### src/rtl/seq_detect_param.sv
// Parameterised serial pattern detector with KMP fallback and optional overlap.
// Define SEQ_DET_COUNT_EN to compile in the saturating match_cnt port and counter.
module seq_detect_param #(
    parameter int           N       = 4,
    parameter logic [N-1:0] PATTERN = 4'b1011,
    parameter int           OVERLAP = 1,
    parameter int           CNT_W   = 8,
    localparam int          SW      = $clog2(N)
) (
    input  logic             clk,
    input  logic             rst,
    input  logic             clr,
    input  logic             en,
    input  logic             x_in,
    output logic             y_out,
`ifdef SEQ_DET_COUNT_EN
    output logic [SW-1:0]    state,
    output logic [CNT_W-1:0] match_cnt
`else
    output logic [SW-1:0]    state
`endif
);

    localparam logic [SW-1:0] LAST = SW'(N - 1);

    if ((N < 2) || (N > 8) || (CNT_W < 2) || (CNT_W > 16)) begin : g_bad_cfg
        $error("seq_detect_param: N or CNT_W outside supported range");
    end

    // Bit p of the stream "first k PATTERN bits followed by b" (p = 0 is oldest).
    function automatic logic ext_bit(input int p, input int k, input logic b);
        logic r;
        if (p < k) begin
            r = PATTERN[N - 1 - p];
        end else begin
            r = b;
        end
        return r;
    endfunction

    // Next prefix length after receiving b in prefix state k: longest PATTERN
    // prefix (shorter than N) that is a suffix of the extended stream.
    function automatic int kmp_next(input int k, input logic b);
        int   best;
        logic ok;
        best = 32'sd0;
        if ((k == N - 1) && (b == PATTERN[0]) && (OVERLAP == 32'sd0)) begin
            best = 32'sd0;
        end else begin
            for (int l = 32'sd1; l <= k + 32'sd1; l++) begin
                if (l <= N - 1) begin
                    ok = 1'b1;
                    for (int j = 32'sd0; j < l; j++) begin
                        if (ext_bit(k + 32'sd1 - l + j, k, b) != PATTERN[N - 1 - j]) begin
                            ok = 1'b0;
                        end
                    end
                    if (ok) begin
                        best = l;
                    end
                end
            end
        end
        return best;
    endfunction

    logic [SW-1:0] nxt0_s [N];
    logic [SW-1:0] nxt1_s [N];
    logic [SW-1:0] state_nxt_s;
    logic          match_s;
    logic [SW-1:0] state_r;
    logic          y_r;

    for (genvar k = 0; k < N; k++) begin : g_tbl
        assign nxt0_s[k] = SW'(kmp_next(k, 1'b0));
        assign nxt1_s[k] = SW'(kmp_next(k, 1'b1));
    end

    // Transition lookup and match decode for the current input bit
    always_comb begin
        state_nxt_s = state_r;
        match_s     = 1'b0;
        if (x_in) begin
            state_nxt_s = nxt1_s[state_r];
        end else begin
            state_nxt_s = nxt0_s[state_r];
        end
        if ((state_r == LAST) && (x_in == PATTERN[0])) begin
            match_s = 1'b1;
        end else begin
            match_s = 1'b0;
        end
    end

    // FSM state and match pulse, priority rst > clr > en
    always_ff @(posedge clk) begin
        if (rst) begin
            state_r <= '0;
            y_r     <= 1'b0;
        end else if (clr) begin
            state_r <= '0;
            y_r     <= 1'b0;
        end else if (en) begin
            state_r <= state_nxt_s;
            y_r     <= match_s;
        end else begin
            state_r <= state_r;
            y_r     <= 1'b0;
        end
    end

    assign state = state_r;
    assign y_out = y_r;

`ifdef SEQ_DET_COUNT_EN
    logic [CNT_W-1:0] cnt_r;

    // Saturating match counter, sticks at all-ones
    always_ff @(posedge clk) begin
        if (rst) begin
            cnt_r <= '0;
        end else if (clr) begin
            cnt_r <= '0;
        end else if (en && match_s && (cnt_r != {CNT_W{1'b1}})) begin
            cnt_r <= cnt_r + CNT_W'(1);
        end else begin
            cnt_r <= cnt_r;
        end
    end

    assign match_cnt = cnt_r;
`endif

endmodule

### config.mk
export PLATFORM = sky130hd
export DESIGN_NAME = seq_detect_param
export DESIGN_NICKNAME = d
export VERILOG_FILES = /design/src/rtl/seq_detect_param.sv
export SDC_FILE = /design/constraint.sdc
export NUM_CORES = 1
export LEC_CHECK = 0
export CAP_MARGIN = 10
export CORE_AREA = 2 2 39 41
export CTS_BUF_LIST = sky130_fd_sc_hd__clkbuf_8
export DETAILED_ROUTE_END_ITERATION = 16
export DIE_AREA = 0 0 41 43
export GPL_ROUTABILITY_DRIVEN = 0
export GPL_TIMING_DRIVEN = 0
export PLACE_DENSITY = 0.3
export SYNTH_ARGS = -nofsm -noshare
export SYNTH_HDL_FRONTEND = slang
export SYNTH_SLANG_ARGS = --single-unit
export TNS_END_PERCENT = 30
### constraint.sdc
create_clock -name clk -period 0.9 [get_ports clk]
set_input_delay 0.135 -clock clk [delete_from_list [all_inputs] [get_ports clk]]
set_output_delay 0.135 -clock clk [all_outputs]
set_load 0.01 [all_outputs]
==> summary.json, run 1 <==
{
  "finalWorstPathRequiredPeriod": {"value": 869, "unit": "ps"},
  "drt_first_iter_violations": {"value": 0},
  "rows": {"value": 14},
  "maxClockFrequency": {"value": 1150, "unit": "MHz"},
  "clockRootBuffer": {"value": "sky130_fd_sc_hd__clkbuf_8"},
  "syn-instance-count": {"value": 12},
  "coreArea": {"value": 1380, "unit": "um^2"},
  "final_core_util": {"value": 0.180},
  "grt_remaining_overflow": {"value": 0},
  "crit_chain": {"value": "clkdlybuf4s15_1"},
  "reg2reg_slack": {"value": 140, "unit": "ps"},
  "worstSetupEndpoint": {"value": "y_out"},
  "power_per_unit_of_standard_cell_area": {"value": 2170, "unit": "nW/um^2"},
  "max-slew-margin-rel": {"value": 0.890},
  "setup_viol": {"value": 0},
  "floorplan.initialDensity": {"value": 0.0877},
  "cp_max_fo": {"value": 1},
  "antenna_left": {"value": 0},
  "clk_transition_reported_paths": {"value": 30, "unit": "ps"},
  "worstRegToRegCells": {"value": 3},
  "ioPinCount": {"value": 8},
  "transition_at_the_pin_with_the_smallest_max_transition_slack": {"value": 163, "unit": "ps"},
  "worstSetupStartpoint": {"value": "y_out"},
  "clk-insertion-delay-late": {"value": 210, "unit": "ps"},
  "synth.largest_area_cell": {"value": "sky130_fd_sc_hd__dfxtp_1"},
  "cp.depth": {"value": 1},
  "startpoint_type": {"value": "flip-flop"},
  "synth.distinct_cells": {"value": 9},
  "initial_antenna_violation_count": {"value": 0},
  "layout_worst_path_cycle_share": {"value": 0.966},
  "peakVddDrop": {"value": 0.000390, "unit": "V"},
  "synth.avg_cell_area": {"value": 10.1, "unit": "um^2"},
  "via_count": {"value": 125},
  "hold_violations": {"value": 0},
  "number_of_flops_mapped_to_enable_cells_by_yosys": {"value": 0},
  "r2r_end": {"value": "state[1]"},
  "worstReg2RegStart": {"value": "state[0]"},
  "final_cells": {"value": 39},
  "synth-async-reset-ratio": {"value": 0},
  "timing.setup.critical_path_class": {"value": "reg -> out"},
  "synth.ff_latch_count": {"value": 3},
  "clock_tree_buffer_depth": {"value": 2},
  "required_time_of_the_critical_path": {"value": 760, "unit": "ps"},
  "drt_pass1_iterations": {"value": 1},
  "synthesis.nets": {"value": 17},
  "share_of_layout_cells_above_drive_strength_1": {"value": 0.304},
  "antenna-diode-count": {"value": 0},
  "cts_buffers": {"value": 3},
  "htree_num_levels": {"value": 1},
  "cts_post_setup_buffers_inserted": {"value": 0},
  "post_drt_wl_per_cell": {"value": 7.44, "unit": "um"},
  "synth_sequential_area_ratio": {"value": 0.495},
  "synthDominantCellAreaShare": {"value": 0.495},
  "hold_path_class": {"value": "in -> reg"},
  "numClockSinks": {"value": 3},
  "drv_slew": {"value": 0},
  "status": {"value": "finished, final reports clean"},
  "wirelength": {"value": 290, "unit": "um"},
  "grt_usage": {"value": 0.0491},
  "routed_via_density": {"value": 3.21},
  "netlist_area_pre_place": {"value": 121, "unit": "um^2"},
  "ys_dominant_reg_cell": {"value": "sky130_fd_sc_hd__dfxtp_1"},
  "tritoncts_clock_tree": {"value": "built"},
  "remaining_drc_errors": {"value": 0},
  "drv.max_cap_violation_count": {"value": 0},
  "rsz_0062_raised_after_global_routing": {"value": "false"},
  "synth_commonest_cells": {"value": "sky130_fd_sc_hd__dfxtp_1 (3), sky130_fd_sc_hd__nor3_1 (2)"},
  "ys.warnings.count": {"value": 0},
  "critical_path_slowest_stage_cell": {"value": "sky130_fd_sc_hd__dfxtp_1"},
  "io_buffer_count": {"value": 7},
  "worstPathArrival": {"value": 730, "unit": "ps"},
  "clock_skew": {"value": 0.804, "unit": "ps"},
  "synth_most_common_cell": {"value": "sky130_fd_sc_hd__dfxtp_1"},
  "finish.net_count": {"value": 29},
  "crit_path_max_incr_delay": {"value": 300, "unit": "ps"},
  "wire_length_of_the_first_global_routing_pass": {"value": 496, "unit": "um"},
  "p_leak": {"value": 0.000111, "unit": "uW"},
  "report.power.total": {"value": 540, "unit": "uW"},
  "grt_pass1_vias": {"value": 147},
  "die-height": {"value": 43, "unit": "um"},
  "dieWidth": {"value": 41, "unit": "um"},
  "flow.area_growth_from_synthesis": {"value": 105, "unit": "%"},
  "die_area": {"value": 1760, "unit": "um^2"},
  "cp-end-kind": {"value": "primary output"},
  "synth_area_leaders": {"value": "sky130_fd_sc_hd__dfxtp_1 (49%), sky130_fd_sc_hd__a211oi_2 (10%), sky130_fd_sc_hd__mux2i_1 (8.2%)"},
  "placedCellCount": {"value": 35},
  "maximum_number_of_pins_on_one_net_before_global_route_repair": {"value": 6},
  "critPathTopFamily": {"value": "flip-flops"},
  "crit_buf_inv": {"value": 1}
}
## metrics by stage
stage | setup TNS (ps) | area (um^2) | hold slack [ps] | setup slack (ps)
finish | 0 | 249 | 283 | 30.7
global route | 0 | 249 | 310 | 9.46
CTS | 0 | 246 | 371 | 15.8
detailed placement | -855 | 211 | 485 | -224
global placement | -881 | 211 | 490 | -232
floorplan | 0 | 121 | 200 | 108
## state kept, by name (all words and copies together) (netlist names)
name	cells
state	2
y_out	1
## worst min-delay path by stage
stage / cells past startpoint / startpoint / endpoint / slack, ps
after floorplan: 1 / rst / state[1] / 200
after global placement: 2 / state[1] / y_out / 490
after detailed placement: 2 / state[1] / y_out / 490
after CTS: 3 / x_in / y_out / 370
after global routing: 3 / en / y_out / 310
final: 3 / en / y_out / 280
## per-layer routing
| layer | global-route usage | up-vias | wire [um] |
|---|---|---|---|
| li1 | - | 67 | - |
| met1 | 0.0351 | 53 | 111 |
| met3 | 0.0524 | 0 | 35 |
| met4 | 0.0600 | 0 | 0 |
| met2 | 0.0594 | 5 | 144 |
| met5 | 0 | - | 0 |
## cell type report
type / instances / area (um^2)
Clock buffer: 3 / 41.3
Clock inverter: 1 / 3.75
Fill cell: 161 / 1130
Inverter: 1 / 3.75
Multi-Input combinational cell: 8 / 57.6
Sequential cell: 3 / 61.3
Tap cell: 16 / 20.0
Timing Repair Buffer: 7 / 61.3
## kinds of logic after synthesis
family	count (synthesis)	synth area share
compound gates	2	0.144
buf+inv	1	0.0309
simple gates	5	0.248
mux	1	0.0825
flops	3	0.495
## what timing repair did
| action | 4_1_cts | 5_1_grt |
|---|---|---|
| endpoints found under the setup margin | 4 | 2 |
| resized for setup | 12 | 1 |
| hold buffers | 0 | 0 |
| pin swaps | 0 | 0 |
| endpoints found under the hold margin | 0 | 0 |
## where the power goes
| part | switching (uW) | total (uW) | internal (uW) |
|---|---|---|---|
| clock | 80.8 | 370 | 290 |
| combinational | 12.7 | 32.0 | 19.2 |
| sequential | 1.84 | 138 | 136 |
## cells in the final DEF (no fill, tap or decap)
master                            n
sky130_fd_sc_hd__inv_1            2
sky130_fd_sc_hd__clkdlybuf4s50_1  2
sky130_fd_sc_hd__clkdlybuf4s15_1  1
sky130_fd_sc_hd__buf_2            2
sky130_fd_sc_hd__o21ai_1          1
sky130_fd_sc_hd__a211oi_2         1
sky130_fd_sc_hd__dfxtp_2          1
sky130_fd_sc_hd__dlymetal6s2s_1   1
sky130_fd_sc_hd__dlygate4sd2_1    1
sky130_fd_sc_hd__nand3b_1         1
sky130_fd_sc_hd__nor2b_1          1
sky130_fd_sc_hd__clkbuf_8         3
sky130_fd_sc_hd__nor3_1           2
sky130_fd_sc_hd__mux2i_1          1
sky130_fd_sc_hd__nand4_1          1
sky130_fd_sc_hd__dfxtp_1          2
## worst reg2reg max path, cell delays in order, from the launching register on
cell	delay, ps
sky130_fd_sc_hd__dfxtp_2	330
sky130_fd_sc_hd__nor2b_1	110
sky130_fd_sc_hd__o21ai_1	70
sky130_fd_sc_hd__a211oi_2	180
No activity file was read; power rests on OpenSTA's default activity.
==> run 2: changes to the inputs <==
--- a/config.mk
+++ b/config.mk
@@ -7,12 +7,12 @@
 export LEC_CHECK = 0
 export CAP_MARGIN = 10
 export CORE_AREA = 2 2 39 41
-export CTS_BUF_LIST = sky130_fd_sc_hd__clkbuf_8
 export DETAILED_ROUTE_END_ITERATION = 16
 export DIE_AREA = 0 0 41 43
 export GPL_ROUTABILITY_DRIVEN = 0
 export GPL_TIMING_DRIVEN = 0
 export PLACE_DENSITY = 0.3
+export SETUP_SLACK_MARGIN = 0.2
 export SYNTH_ARGS = -nofsm -noshare
 export SYNTH_HDL_FRONTEND = slang
 export SYNTH_SLANG_ARGS = --single-unit
==> run 2 against run 1 <==
  * Setup slack better by 28 ps
  * Die area unchanged
  * Flip-flop and latch count did not move
  * Final area decreased by 5.5%
  * Worst hold slack got worse by 25 ps
  * Critical path depth stayed put
  * Register-to-register slack got worse by 30 ps
  * Critical endpoint is now state[0]
  * Highest routed layer unchanged
==> summary.json, run 2 (synthesis results as in run 1) <==
{
  "report.power.total": {"value": 408, "unit": "uW", "change": "was 540 uW"},
  "die_area": {"value": 1760, "unit": "um^2", "change": "unchanged"},
  "rsz_0062_raised_after_global_routing": {"value": "true", "change": "was false"},
  "numClockSinks": {"value": 3, "change": "unchanged"},
  "critical_path_slowest_stage_cell": {"value": "sky130_fd_sc_hd__dfxtp_4", "change": "was sky130_fd_sc_hd__dfxtp_1"},
  "grt_pass1_vias": {"value": 120, "change": "was 147"},
  "cp_max_fo": {"value": 5, "change": "was 1"},
  "worstPathArrival": {"value": 710, "unit": "ps", "change": "was 730 ps"},
  "share_of_layout_cells_above_drive_strength_1": {"value": 0.391, "change": "was 0.304"},
  "cts_hold_buffers": {"value": 0, "change": "unchanged"},
  "num-fill-cells": {"value": 167, "change": "was 161"},
  "status": {"value": "finished, final reports clean", "change": "unchanged"},
  "hold_violations": {"value": 0, "change": "unchanged"},
  "worstReg2RegStart": {"value": "state[0]", "change": "unchanged"},
  "crit_path_max_incr_delay": {"value": 350, "unit": "ps", "change": "was 300 ps"},
  "initial_antenna_violation_count": {"value": 0, "change": "unchanged"},
  "routed_via_density": {"value": 3.18, "change": "was 3.21"},
  "tritoncts_clock_tree": {"value": "built", "change": "unchanged"},
  "die-height": {"value": 43, "unit": "um", "change": "unchanged"},
  "startpoint_type": {"value": "flip-flop", "change": "unchanged"},
  "drv_slew": {"value": 0, "change": "unchanged"},
  "transition_at_the_pin_with_the_smallest_max_transition_slack": {"value": 170, "unit": "ps", "change": "was 163 ps"},
  "remaining_drc_errors": {"value": 0, "change": "unchanged"},
  "grt_remaining_overflow": {"value": 0, "change": "unchanged"},
  "rows": {"value": 14, "change": "unchanged"},
  "required_time_of_the_critical_path": {"value": 760, "unit": "ps", "change": "about the same"},
  "dieWidth": {"value": 41, "unit": "um", "change": "unchanged"},
  "clk_transition_reported_paths": {"value": 40, "unit": "ps", "change": "was 30 ps"},
  "clock_tree_buffer_depth": {"value": 2, "change": "unchanged"},
  "layout_worst_path_cycle_share": {"value": 0.934, "change": "was 0.966"},
  "cts_buffers": {"value": 3, "change": "unchanged"},
  "clockRootBuffer": {"value": "sky130_fd_sc_hd__clkbuf_4", "change": "was sky130_fd_sc_hd__clkbuf_8"},
  "coreArea": {"value": 1380, "unit": "um^2", "change": "unchanged"},
  "cp-end-kind": {"value": "primary output", "change": "unchanged"},
  "maximum_number_of_pins_on_one_net_before_global_route_repair": {"value": 6, "change": "unchanged"},
  "finalWorstPathRequiredPeriod": {"value": 841, "unit": "ps", "change": "was 869 ps"},
  "maxClockFrequency": {"value": 1190, "unit": "MHz", "change": "was 1150 MHz"},
  "floorplan.initialDensity": {"value": 0.0877, "change": "unchanged"},
  "largest_register_ffs": {"value": 2, "change": "unchanged"},
  "setup_viol": {"value": 0, "change": "unchanged"},
  "crit_chain": {"value": "buf_6", "change": "was clkdlybuf4s15_1"},
  "layout_commonest_cell": {"value": "sky130_fd_sc_hd__clkbuf_4", "change": "was sky130_fd_sc_hd__clkbuf_8"},
  "drt_first_iter_violations": {"value": 3, "change": "was 0"},
  "min-delay-start": {"value": "en", "change": "unchanged"},
  "drv.max_cap_violation_count": {"value": 0, "change": "unchanged"},
  "via_count": {"value": 124, "change": "was 125"},
  "clock_skew": {"value": 4.78, "unit": "ps", "change": "was 0.804 ps"},
  "antenna_left": {"value": 0, "change": "unchanged"},
  "finish.net_count": {"value": 29, "change": "unchanged"},
  "critPathTopFamily": {"value": "flip-flops", "change": "unchanged"},
  "antenna-diode-count": {"value": 0, "change": "unchanged"},
  "max-slew-margin-rel": {"value": 0.887, "change": "was 0.890"},
  "wirelength": {"value": 306, "unit": "um", "change": "was 290 um"},
  "clk-insertion-delay-late": {"value": 230, "unit": "ps", "change": "was 210 ps"},
  "htree_num_levels": {"value": 1, "change": "unchanged"},
  "power_per_unit_of_standard_cell_area": {"value": 1740, "unit": "nW/um^2", "change": "was 2170 nW/um^2"},
  "peakVddDrop": {"value": 0.000318, "unit": "V", "change": "was 0.000390 V"},
  "crit_buf_inv": {"value": 1, "change": "unchanged"},
  "wire_length_of_the_first_global_routing_pass": {"value": 407, "unit": "um", "change": "was 496 um"},
  "flow.area_growth_from_synthesis": {"value": 93.8, "unit": "%", "change": "was 105%"},
  "layout.cells.most_common_list": {"value": "sky130_fd_sc_hd__clkbuf_4 (3), sky130_fd_sc_hd__nor3_1 (2), sky130_fd_sc_hd__clkdlybuf4s50_1 (2), sky130_fd_sc_hd__buf_2 (2)"},
  "final_core_util": {"value": 0.170, "change": "was 0.180"},
  "grt_usage": {"value": 0.0432, "change": "was 0.0491"},
  "io_buffer_count": {"value": 7, "change": "unchanged"},
  "hold_path_class": {"value": "in -> reg", "change": "unchanged"},
  "drt_pass1_iterations": {"value": 2, "change": "was 1"},
  "worstSetupStartpoint": {"value": "state[0]", "change": "was y_out"},
  "ioPinCount": {"value": 8, "change": "unchanged"},
  "fin_tns_setup": {"value": 0, "unit": "ps", "change": "unchanged"},
  "timing.setup.critical_path_class": {"value": "reg -> out", "change": "unchanged"},
  "cts_post_setup_buffers_inserted": {"value": 0, "change": "unchanged"},
  "post_drt_wl_per_cell": {"value": 7.85, "unit": "um", "change": "was 7.44 um"},
  "p_leak": {"value": 0.000102, "unit": "uW", "change": "was 0.000111 uW"}
}
==> run 2: worst reg2reg max path, cell delays in order (launching register included) <==
cell	delay, ps
sky130_fd_sc_hd__dfxtp_4	350
sky130_fd_sc_hd__nor2b_1	110
sky130_fd_sc_hd__o21ai_1	80
sky130_fd_sc_hd__a211oi_2	170
==> run 2: path summary, 6_finish.rpt <==
kind	to	slack, ps	depth (start not counted)
worst max-delay path	state[0]	60	1
worst min-delay path	y_out	260	3
worst max register to register	state[1]	110	3
worst min register to register	y_out	470	2
==> run 2: what timing repair did <==
item / 4_1_cts / 5_1_grt
endpoints found under the setup margin: 6 / 6
gates cloned: 0 / 0
gates resized for setup: 16 / 1
==> run 2: report_power, final <==
part           switching (uW)  internal [uW]
clock network            72.1            166
registers                2.50            133
logic                    13.0           20.8
==> run 2: cell type report <==
class                   instances  area (um^2)  share of cell area
clock buffers                   4         26.3               0.112
inverters                       1         3.75              0.0160
multi-input cells               8         57.6               0.245
flip-flops and latches          3         65.1               0.277
well taps                      16         20.0              0.0851
repair buffers                  7         62.6               0.266
==> run 2: stage by stage <==
stage               std cells  setup slack (ps)  hold WS [ps]  area [um^2]
floorplan                  12               164           200          123
global placement           35              -219           481          213
detailed placement         35              -226           473          213
CTS                        39              50.0           346          233
global route               39              39.3           283          235
finish                     39              59.2           259          235
==> run 2: routing by layer <==
layer / vias to the layer above / share of wire / GRT usage
met5: - / 0 / 0
met4: 0 / 0 / 0.0800
met3: 0 / 0.016 / 0.0157
met2: 1 / 0.66 / 0.0625
met1: 57 / 0.32 / 0.0257
li1: 66 / - / -
==> run 3: changes to the inputs <==
--- a/config.mk
+++ b/config.mk
@@ -13,6 +13,7 @@
 export GPL_TIMING_DRIVEN = 0
 export PLACE_DENSITY = 0.3
 export SETUP_SLACK_MARGIN = 0.2
+export SLEW_MARGIN = 20
 export SYNTH_ARGS = -nofsm -noshare
 export SYNTH_HDL_FRONTEND = slang
 export SYNTH_SLANG_ARGS = --single-unit
==> results of run 3 <==
Same layout as run 2: the final DEF is identical, and so are final timing and power.
==> RTL change: new RTL, flow settings as in run 3 <==
Add an input register stage for `x_in`, without a reset; this delays it by one clock. The other inputs are not delayed to match.
--- a/src/rtl/seq_detect_param.sv
+++ b/src/rtl/seq_detect_param.sv
@@ -22,6 +22,12 @@
 );
 
     localparam logic [SW-1:0] LAST = SW'(N - 1);
+
+    logic x_q;
+
+    always_ff @(posedge clk) begin
+        x_q <= x_in;
+    end
 
     if ((N < 2) || (N > 8) || (CNT_W < 2) || (CNT_W > 16)) begin : g_bad_cfg
         $error("seq_detect_param: N or CNT_W outside supported range");
@@ -80,12 +86,12 @@
     always_comb begin
         state_nxt_s = state_r;
         match_s     = 1'b0;
-        if (x_in) begin
+        if (x_q) begin
             state_nxt_s = nxt1_s[state_r];
         end else begin
             state_nxt_s = nxt0_s[state_r];
         end
-        if ((state_r == LAST) && (x_in == PATTERN[0])) begin
+        if ((state_r == LAST) && (x_q == PATTERN[0])) begin
             match_s = 1'b1;
         end else begin
             match_s = 1'b0;
Behaviour: not the same (a bounded check fails within 4 cycles, from zero or initial values).
==> RTL change against run 3 <==
- synthesized area grew 16%
- cell area is 20% higher
- clock skew shrank 3.8 ps
- total power increased by 9.9%
- worst setup slack better by 25 ps
- sequential cell count rose by 1
- die area unchanged
- via count up 11%
- wire length increased by 18%
==> RTL change: results (changes against run 3) <==
- Vias in the first global route: 147 (was 120)
* Worst setup slack after placement: -196 ps (was -226 ps)
* Outcome: complete, no violations (unchanged)
- Critical path's slowest cell: dfxtp_2 (was dfxtp_4)
- Combinational share of power: 0.092 (was 0.083)
* Placed Instance Area: 234 sq um (was 213 sq um)
- Max FFs per register: 2 (unchanged)
* Placed Cells: 36 (was 35)
- The proportion of layout cells with a drive suffix above 1 came to 0.583 (was 0.391).
- Filler cell count in the final layout: 158 (was 167)
- Largest net degree at the start of global routing: 5 (was 6)
- The number of cells in the finished layout apart from fillers was 40 (was 39).
- Number of resized instances in the post-cts repair step: 13 (was 16)
- Worst EP arrival: 680 ps (was 710 ps)
- Number of DRC violations after detailed-routing iteration 0: 0 (was 3)
* Mapped Cells: 13 (was 12)
- The post-synth net total was 18 (was 17).
- Buffers inserted during post-CTS setup optimization: 1 (was 0)
- The worst clock skew was 0.956 ps (was 4.78 ps).
- The internal power was 358 uW (was 321 uW).
* Mux contribution to synthesized area: 0.0708 (was 0.0825)
- The final layout net count came to 31 (was 29).
- The met2 routing resource usage after global routing is 0.0469 (was 0.0625).
- Top post-synthesis cells by count: dfxtp_1 (4), nor3_1 (2) (was dfxtp_1 (3), nor3_1 (2)).
- Total detailed-routing wirelength: 361 um (was 306 um)
- Relative slew margins: 0.880 (was 0.887)
- The inverter count of the layout excluding clock inverters was 1 (unchanged).
- Power share of the sequential group: 0.416 (was 0.333)
- Compound-cell area share of the yosys netlist: 0.124 (was 0.144)
- The met2 wire length was 128 um (was 203 um).
- Cell types with the largest area share after synthesis: dfxtp_1 (57%), a211oi_2 (8.8%), mux2i_1 (7.1%) (was dfxtp_1 (49%), a211oi_2 (10%), mux2i_1 (8.2%)).
* Top metal layer carrying routed signals: met4 (was met3)
- Area taken by flip-flops and latches: 85.1 sq um (was 65.1 sq um)
* Clock-cell share: 0.0800 (was 0.112)
- Met3 Routed Length: 59 um (was 5 um)
* Global-route wire length before repair: 510 um (was 407 um)
- M3 GR Usage: 0.0524 (was 0.0157)
- The aggregate global-route resource usage was 0.0532 (was 0.0432).
* GR met1 Demand/Resource: 0.0513 (was 0.0257)
* Lkg Pwr: 0.000120 uW (was 0.000102 uW)
* Non-clock buffer instance count of the final layout: 8 (was 7)
- Share of the synthesized netlist area taken by xor and xnor gates: 0 (unchanged)
- Total of flip-flops plus latches after synthesis: 4 (was 3)
- The length of the first detailed-routing pass in iterations came to 1 (was 2).
[RTL change: cell types whose count changed after synthesis, sizes merged]
cell / before / now
dfxtp: 3 / 4
[RTL change: worst reg2reg max path: cells and delay by family (launching register included)]
family,cells,cell delay (ps)
AOI/OAI and AO/OA,2,210
and+or+nand+nor,1,100
DFF,1,310
buffers and inverters,1,120
[RTL change: cell families (layout without fill, tap and decap cells)]
| logic type | after synthesis | after routing |
|---|---|---|
| compound gates | 2 | 2 |
| flops | 4 | 4 |
| buf+inv | 1 | 12 |
| simple gates | 5 | 5 |
| mux | 1 | 1 |
[RTL change: worst paths after layout]
kind,start,endpoint,slack (ps),depth (start not counted)
worst max-delay path,state[1]$_SDFFE_PP0P_,state[1],80,1
worst min-delay path,en,y_out$_SDFF_PP0_,250,3
worst max register to register,state[0]$_SDFFE_PP0P_,state[1]$_SDFFE_PP0P_,80,4
worst min register to register,state[1]$_SDFFE_PP0P_,y_out$_SDFF_PP0_,480,2
